[src/rtl/mix_pkg.sv]
// Shared types and default widths for the mixer normalizer back end.
package mix_pkg;
  localparam int SUM_W = 12;
  localparam int CNT_W = 4;
  localparam int OUT_W = 8;

  localparam logic [7:0] SILENCE = 8'h80;

  typedef enum logic [1:0] {IDLE, DIV, DONE} mix_state_t;
endpackage

[src/rtl/mix_div_step.sv]
// One combinational restoring-division step: shift in a dividend bit,
// subtract the divisor when it fits, and report the quotient bit.
module mix_div_step
  import mix_pkg::*;
#(
  parameter int CNT_W = mix_pkg::CNT_W
) (
  input  logic [CNT_W-1:0] rem,
  input  logic [CNT_W-1:0] divisor,
  input  logic             din,
  output logic [CNT_W-1:0] rem_nx,
  output logic             q
);
  logic [CNT_W:0] sh;

  always_comb begin
    sh     = {rem, din};
    q      = (sh >= {1'b0, divisor});
    // remainder stays below the divisor, so the top bit is always zero here
    rem_nx = CNT_W'(q ? (sh - {1'b0, divisor}) : sh);
  end
endmodule

[src/rtl/mix_normalizer.sv]
// Divides the mixed sum by the enabled-channel count with an iterative restoring
// divider. Define MIX_ROUND_EN for round-half-up instead of truncation.
module mix_normalizer
  import mix_pkg::*;
#(
  parameter int SUM_W = mix_pkg::SUM_W,
  parameter int CNT_W = mix_pkg::CNT_W,
  parameter int OUT_W = mix_pkg::OUT_W
) (
  input  logic             clk,
  input  logic             rst,
  input  logic [SUM_W-1:0] sum_in,
  input  logic [CNT_W-1:0] num_in,
  input  logic             in_valid,
  output logic             in_ready,
  output logic [OUT_W-1:0] sample_out,
  output logic             out_valid,
  input  logic             out_ready,
  output logic             busy
);
`ifdef MIX_ROUND_EN
  localparam int ITER = SUM_W + 1;
`else
  localparam int ITER = SUM_W;
`endif
  localparam int CW = $clog2(ITER);

  mix_state_t state, state_nx;

  logic [ITER-1:0]  dvd, dvd_in, quo, quo_nx;
  logic [CNT_W-1:0] dvs, rem, rem_nx;
  logic [CW-1:0]    cnt;
  logic             q_bit, zero, last;
  logic [OUT_W-1:0] sat;

  always_comb begin
`ifdef MIX_ROUND_EN
    dvd_in = ITER'(sum_in) + ITER'(num_in >> 1);
`else
    dvd_in = ITER'(sum_in);
`endif
  end

  mix_div_step #(.CNT_W(CNT_W)) u_step (
    .rem    (rem),
    .divisor(dvs),
    .din    (dvd[ITER-1]),
    .rem_nx (rem_nx),
    .q      (q_bit)
  );

  always_comb begin
    quo_nx = {quo[ITER-2:0], q_bit};
    last   = (cnt == CW'(ITER - 1));
    sat    = (quo_nx > ITER'((1 << OUT_W) - 1)) ? '1 : quo_nx[OUT_W-1:0];
  end

  always_comb begin
    state_nx  = state;
    in_ready  = 1'b0;
    out_valid = 1'b0;
    busy      = 1'b0;
    unique case (state)
      IDLE: begin
        in_ready = 1'b1;
        if (in_valid) state_nx = DIV;
      end
      DIV: begin
        busy = 1'b1;
        if (last) state_nx = DONE;
      end
      DONE: begin
        out_valid = 1'b1;
        if (out_ready) state_nx = IDLE;
      end
      default: state_nx = IDLE;
    endcase
  end

  always_ff @(posedge clk or posedge rst) begin
    if (rst) state <= IDLE;
    else     state <= state_nx;
  end

  // A zero count takes a single DIV pass (counter preset to the last step) so the
  // silence value is loaded on DONE entry, one edge after the accept.
  always_ff @(posedge clk or posedge rst) begin
    if (rst) begin
      dvd        <= '0;
      dvs        <= '0;
      rem        <= '0;
      quo        <= '0;
      cnt        <= '0;
      zero       <= 1'b0;
      sample_out <= '0;
    end else begin
      unique case (state)
        IDLE: if (in_valid) begin
          dvd  <= dvd_in;
          dvs  <= num_in;
          rem  <= '0;
          quo  <= '0;
          zero <= (num_in == '0);
          cnt  <= (num_in == '0) ? CW'(ITER - 1) : '0;
        end
        DIV: begin
          dvd <= dvd << 1;
          rem <= rem_nx;
          quo <= quo_nx;
          cnt <= cnt + CW'(1);
          if (last) sample_out <= zero ? OUT_W'(SILENCE) : sat;
        end
        default: ;
      endcase
    end
  end
endmodule

[config.mk]
export PLATFORM = sky130hd
export DESIGN_NAME = mix_normalizer
export DESIGN_NICKNAME = d
export VERILOG_FILES = /design/src/rtl/mix_pkg.sv /design/src/rtl/mix_div_step.sv /design/src/rtl/mix_normalizer.sv
export SDC_FILE = /design/constraint.sdc
export NUM_CORES = 1
export LEC_CHECK = 0
export ABC_AREA = 1
export BUFFER_PORTS_ARGS = -buffer_cell sky130_fd_sc_hd__buf_2
export CAP_MARGIN = 10
export CORE_MARGIN = 3
export CORE_UTILIZATION = 55
export DETAILED_ROUTE_END_ITERATION = 16
export GPL_TIMING_DRIVEN = 0
export PLACE_DENSITY = 0.77
export SETUP_SLACK_MARGIN = 0.3
export SLEW_MARGIN = 20
export SYNTH_ARGS = -nofsm -noshare
export SYNTH_HDL_FRONTEND = slang
export SYNTH_SLANG_ARGS = --single-unit
[constraint.sdc]
create_clock -name clk -period 4.6 [get_ports clk]
set_input_delay 0.23 -clock clk [delete_from_list [all_inputs] [get_ports clk]]
set_output_delay 0.23 -clock clk [all_outputs]
set_load 0.05 [all_outputs]
Word level (Yosys, flattened, before mapping)
Index checks and enable logic that the tools add are counted.
{"block": "word_totals", "reg_bits": 46, "in_bits": 20, "out_inout_bits": 11, "elab_cells": 44}
{"block": "op_classes", "addsub": 2, "order_cmp": 2, "n_eq_ne": 6, "n_mux": 19, "reduce_logical": 7}
{"cell": "$pmux 12 s2", "count": 1}
{"cell": "$pmux 11 s2", "count": 1}
{"cell": "$mux 4", "count": 4}
{"cell": "$mux 8", "count": 2}
{"cell": "$pmux 4 s2", "count": 2}
{"cell": "$gt 12x8->1 const B", "count": 1}
{"cell": "$mux 12", "count": 1}
{"cell": "$mux 11", "count": 1}
{"cell": "$mux 2", "count": 3}
{"cell": "$ne 2x2->1 const B", "count": 3}
{"cell": "$pmux 2 s3", "count": 1}
{"cell": "$reduce_and 2->1", "count": 3}
{"cell": "$ge 5x4->1", "count": 1}
{"cell": "$add 4x1->4 const B", "count": 1}
{"cell": "$eq 4x4->1 const B", "count": 1}
{"cell": "$logic_not 4->1", "count": 1}
{"cell": "$sub 4x4->4", "count": 1}
{"cell": "$mux 1", "count": 3}
{"cell": "$reduce_and 3->1", "count": 1}
{"cell": "$eq 2x1->1 const B", "count": 1}
{"cell": "$eq 2x2->1 const B", "count": 1}
{"cell": "$logic_not 2->1", "count": 1}
{"cell": "$reduce_bool 2->1", "count": 1}

Logic depth before layout (Yosys ltp)
{"block": "logic_depth", "word_depth": 4, "ltp_mapped": 11, "depth_no_buf": 11}

Cells and area by module
A second synthesis with hierarchy kept.
{"block": "hier_totals", "hier_cells": 280, "area_unflattened_um2": 2283.4}
{"module": "mix_normalizer", "n_inst": 1, "cells_per_inst": 241, "area_each_um2": 2029.4, "seq_area_each_um2": 1151.1}
{"module": "mix_div_step", "n_inst": 1, "cells_per_inst": 39, "area_each_um2": 254.0, "seq_area_each_um2": 0.0}

Worst setup path after synthesis
No wires, ideal clock.
{"block": "synth_timing", "kind": "flip-flop to flip-flop", "start": "register rem[1]", "end": "register sample_out[0]", "arrival_time_ps": 1338, "required_ps": 4479, "slack_ps": 3141, "stages_incl_launch_ff": 8, "path_buffers": 0, "path_cell_list": "dfrtp_1 -> ha_1 -> a21oi_2 -> nand2_1 -> nand2_1 -> nand2_1 -> o21ai_1 -> nand2_1"}
{"block": "synth_between", "elab_chain_len": 4}
{"element": "start, declared", "line_no": "mix_normalizer.sv:31", "rtl": "logic [CNT_W-1:0] dvs, rem, rem_nx;"}
{"element": "start signal, assigned", "line_no": "mix_normalizer.sv:108", "rtl": "rem <= rem_nx;"}
{"element": "$ge 5x4->1 (*)", "line_no": "mix_div_step.sv:18", "rtl": "q = (sh >= {1'b0, divisor});"}
{"element": "$gt 12x8->1", "line_no": "mix_normalizer.sv:55", "rtl": "sat = (quo_nx > ITER'((1 << OUT_W) - 1)) ? '1 : quo_nx[OUT_W-1:0];"}
{"element": "$mux 8 (*)", "line_no": "mix_normalizer.sv:55"}
{"element": "$mux 8 (*)", "line_no": "mix_normalizer.sv:111", "rtl": "if (last) sample_out <= zero ? OUT_W'(SILENCE) : sat;"}
{"element": "end signal, assigned", "line_no": "mix_normalizer.sv:111"}
{"element": "end, declared", "line_no": "mix_normalizer.sv:16", "rtl": "output logic [OUT_W-1:0] sample_out,"}
Every way passes the cells marked *; elsewhere a longest branch is shown, timed or not.
A chain may end at the register's enable or synchronous reset.

Final worst setup path
{"block": "layout_timing", "start": "register state[1]", "end": "output port busy"}
{"block": "layout_between", "elab_chain_len": 2}
{"element": "start, declared", "line_no": "mix_normalizer.sv:28", "rtl": "mix_state_t state, state_nx;"}
{"element": "start signal, assigned", "line_no": "mix_normalizer.sv:82", "rtl": "else state <= state_nx;"}
{"element": "$eq 2x1->1", "line_no": "mix_normalizer.sv:63", "rtl": "unique case (state)"}
{"element": "$mux 1", "line_no": "mix_normalizer.sv:63"}
{"element": "end, declared", "line_no": "mix_normalizer.sv:19", "rtl": "output logic busy"}
Every way passes these cells.

==> key figures <==
Timing
  – RSZ-0062 raised after global routing: no
  – Worst-margin pin slew: 467 ps
  – Setup TNS: 0 ps
  – Max Slew Vio Count: 0
  – Final worst slack: ~2800 ps
  – Final setup vio count: 0
  – Slew margin rel.: 0.688
  – Final critical-path required period: approximately 1800 ps
  – Tcrit/Tclk final: 0.384
  – Skew final: roughly 11 ps
  – Final Hold Vio Count: 0
  – Max Clk Rate: around 570 MHz

Worst setup path
  – Crit path DAT: about 1500 ps
  – Worst Path Required: approximately 4400 ps
  – WS Path Type: flip-flop to primary output
  – CP endpoint kind: primary output
  – Max FO, Critical Path: 10
  – Critical path launch point type: flip-flop
  – Worst reg-to-reg setup slack: 2870 ps

Detailed routing
  – DR iter-0 viols: between 100 and 150
  – DRC: 0
  – First-pass iteration count of the detailed router: 4
  – Antenna Nets Post-Route: 0
  – Routed WL per cell: around 13 um
  – Routed WL: 4.47 mm
  – DR vias/cell: just over 5
  – DR vias: between 1.5k and 2k

Clock network
  – # clock sinks: 46
  – CTS tree: done
  – Clk buf depth: 2
  – Clock root cell: clkbuf_8
  – H-tree depth: 2
  – Cts bufs inserted: 5
  – Post-CTS sizing: 0
  – Clk_lat worst skew: 310 ps
  – Clock Pin Slew Worst Setup and Hold Paths: about 90 ps

Power and ir drop
  – Cell Pwr Density: between 800 and 900 nW/um^2
  – Peak VDD IR: ~0.36 mV
  – Leakage: 1.35 nW

GRT
  – Vias in the first global route: roughly 1.7k
  – Largest net degree at the start of global routing: 27
  – Initial antenna violation count: 0
  – GR Util All Layers: 0.200
  – Overflow after GRT: 0
  – First-pass GRT wire length: between 7 and 8 mm

Run status
  – Status: complete, no violations

Place
  – Dpl cells: 326
  – Pre-CTS setup slack: 2900 ps
  – Routability Congestion: around 0.86
  – Placed Area: 2460 sq um
  – HPWL Detailed: 3.20 mm
  – I/O Buffers: 30

Synthesis
  – Register bit total from synthesis: 46
  – Avg Inst Size Synth: about 9 sq um
  – Post-Syn Area: around 2200 sq um
  – Netlist cell types: 30
  – Mapped Cells: about 250
  – Yosys warnings: 0
  – Ys flop type: dfrtp_1
  – Sequential element share of the synthesized area: 0.515
  – Ys async rst share: 1.00
  – Post-synth EDFFs: 0
  – Syn Nets: between 200 and 300

Layout
  – Area delta synth->final: 15.0%
  – Share of cells above drive strength 1: 0.233
  – Final core utilization: 0.676
  – Finished Layout Cells: between 300 and 400
  – Ant. Diodes: 0
  – # nets final: 312
  – Final instance area: around 2600 sq um

Floorplan
  – Chip width: 69.7 um
  – Die area: 4860 sq um
  – CORE AREA: 3800 sq um
  – Initial Util: 0.588
  – I/O pins: 31
  – Site Rows: 22
  – Die H: roughly 70 um

Worst hold path
  – HP Class: input pin to flip-flop

Flow run
  – MaxCap Viol Count: 0
## sequential cells by signal, indices dropped and copies added, names as in the netlist
| register | flops |
|---|---|
| cnt | 4 |
| dvd | 12 |
| dvs | 4 |
| quo | 11 |
| rem | 4 |
| sample_out | 8 |
| state | 2 |
| zero | 1 |
## area by class of cell
cell class                      instances  area (sq um)
Fill cell                             315          1230
Clock inverter                          2          12.5
Tap cell                               48          60.1
Inverter                               36           145
Sequential cell                        46          1150
Multi-Input combinational cell        158           878
Timing Repair Buffer                   32           180
Clock buffer                            6          82.6
Buffer                                  7          58.8
## placed cells by master, fill, tap and decap left out, types with 2 or more instances in the layout
| master | n |
|---|---|
| inv_2 | 3 |
| buf_6 | 3 |
| inv_1 | 31 |
| a211oi_2 | 6 |
| o21ai_0 | 13 |
| nor3_1 | 6 |
| nand3_1 | 15 |
| nand2_1 | 69 |
| o22ai_1 | 11 |
| clkbuf_8 | 6 |
| nand4_1 | 3 |
| nor2_1 | 12 |
| dfrtp_1 | 46 |
| a21oi_1 | 2 |
| o21ai_2 | 2 |
| ha_1 | 5 |
| nor2_4 | 2 |
| buf_4 | 2 |
| buf_2 | 32 |
| nand2_4 | 3 |
## per-stage QoR
stage                     total power, mW  hold slack (ps)
after floorplan                      1.57              316
after global placement               1.77              410
after detailed placement             1.82              276
after CTS                            2.08             94.8
after global routing                 2.26             94.2
final                                2.07             88.4
## worst paths after layout
kind / start / to / cells after the start
setup reg to reg: rem[1] / sample_out[0] / 7
max in group asynchronous: rst / zero / 4
min in group asynchronous: rst / state[1] / 3
hold / removal: out_ready / state[1] / 2
hold reg to reg: sample_out[5] / sample_out[5] / 2
setup / recovery: state[1] / busy / 5
## synthesized netlist by cell type (2+ instances only)
cell      instances  area share
buf_6             3       0.015
nand2_4           3       0.015
inv_2             2      0.0034
buf_2             2      0.0045
nor3_1            6       0.013
o21ai_0          13       0.029
nand2_1          69        0.12
a21oi_1           2      0.0045
dfrtp_1          46        0.52
o22ai_1          11       0.031
o21ai_2           2      0.0078
nand3_1          15       0.034
ha_1              5       0.028
a211oi_2          6       0.034
nor2_1           12       0.020
inv_1            32       0.054
buf_4             2      0.0067
nand4_1           3      0.0084
nor2_4            2       0.010
## what timing repair did
action,4_1_cts,5_1_grt
buffers inserted,0,0
endpoints found under the hold margin,20,0
hold buffers,1,0
## metal layers
layer	up-vias	track usage	wire length, um
li1	878	-	-
met1	818	0.268	2110
met2	32	0.325	2080
met3	8	0.0493	197
met4	0	0.0574	77
met5	-	0	0
## cells by family after synthesis
| logic type | Yosys count | synth area share |
|---|---|---|
| buf+inv | 43 | 0.0913 |
| flops | 46 | 0.515 |
| compound gates | 39 | 0.123 |
| xor+xnor | 2 | 0.00784 |
| simple gates | 111 | 0.226 |
| fa+ha+maj | 6 | 0.0370 |
## worst max-delay path, stage by stage, from the launching register on
cell and delay [ps]:
dfrtp_1 430, inv_2 100, nand2_4 80, inv_2 130, buf_4 190, buf_2 280
## power breakdown
part / internal [mW] / switching [mW]
Sequential: 0.593 / 0.106
Clock: 0.121 / 0.141
Combinational: 0.386 / 0.726
Note: power is estimated with default switching activity, not from simulation.
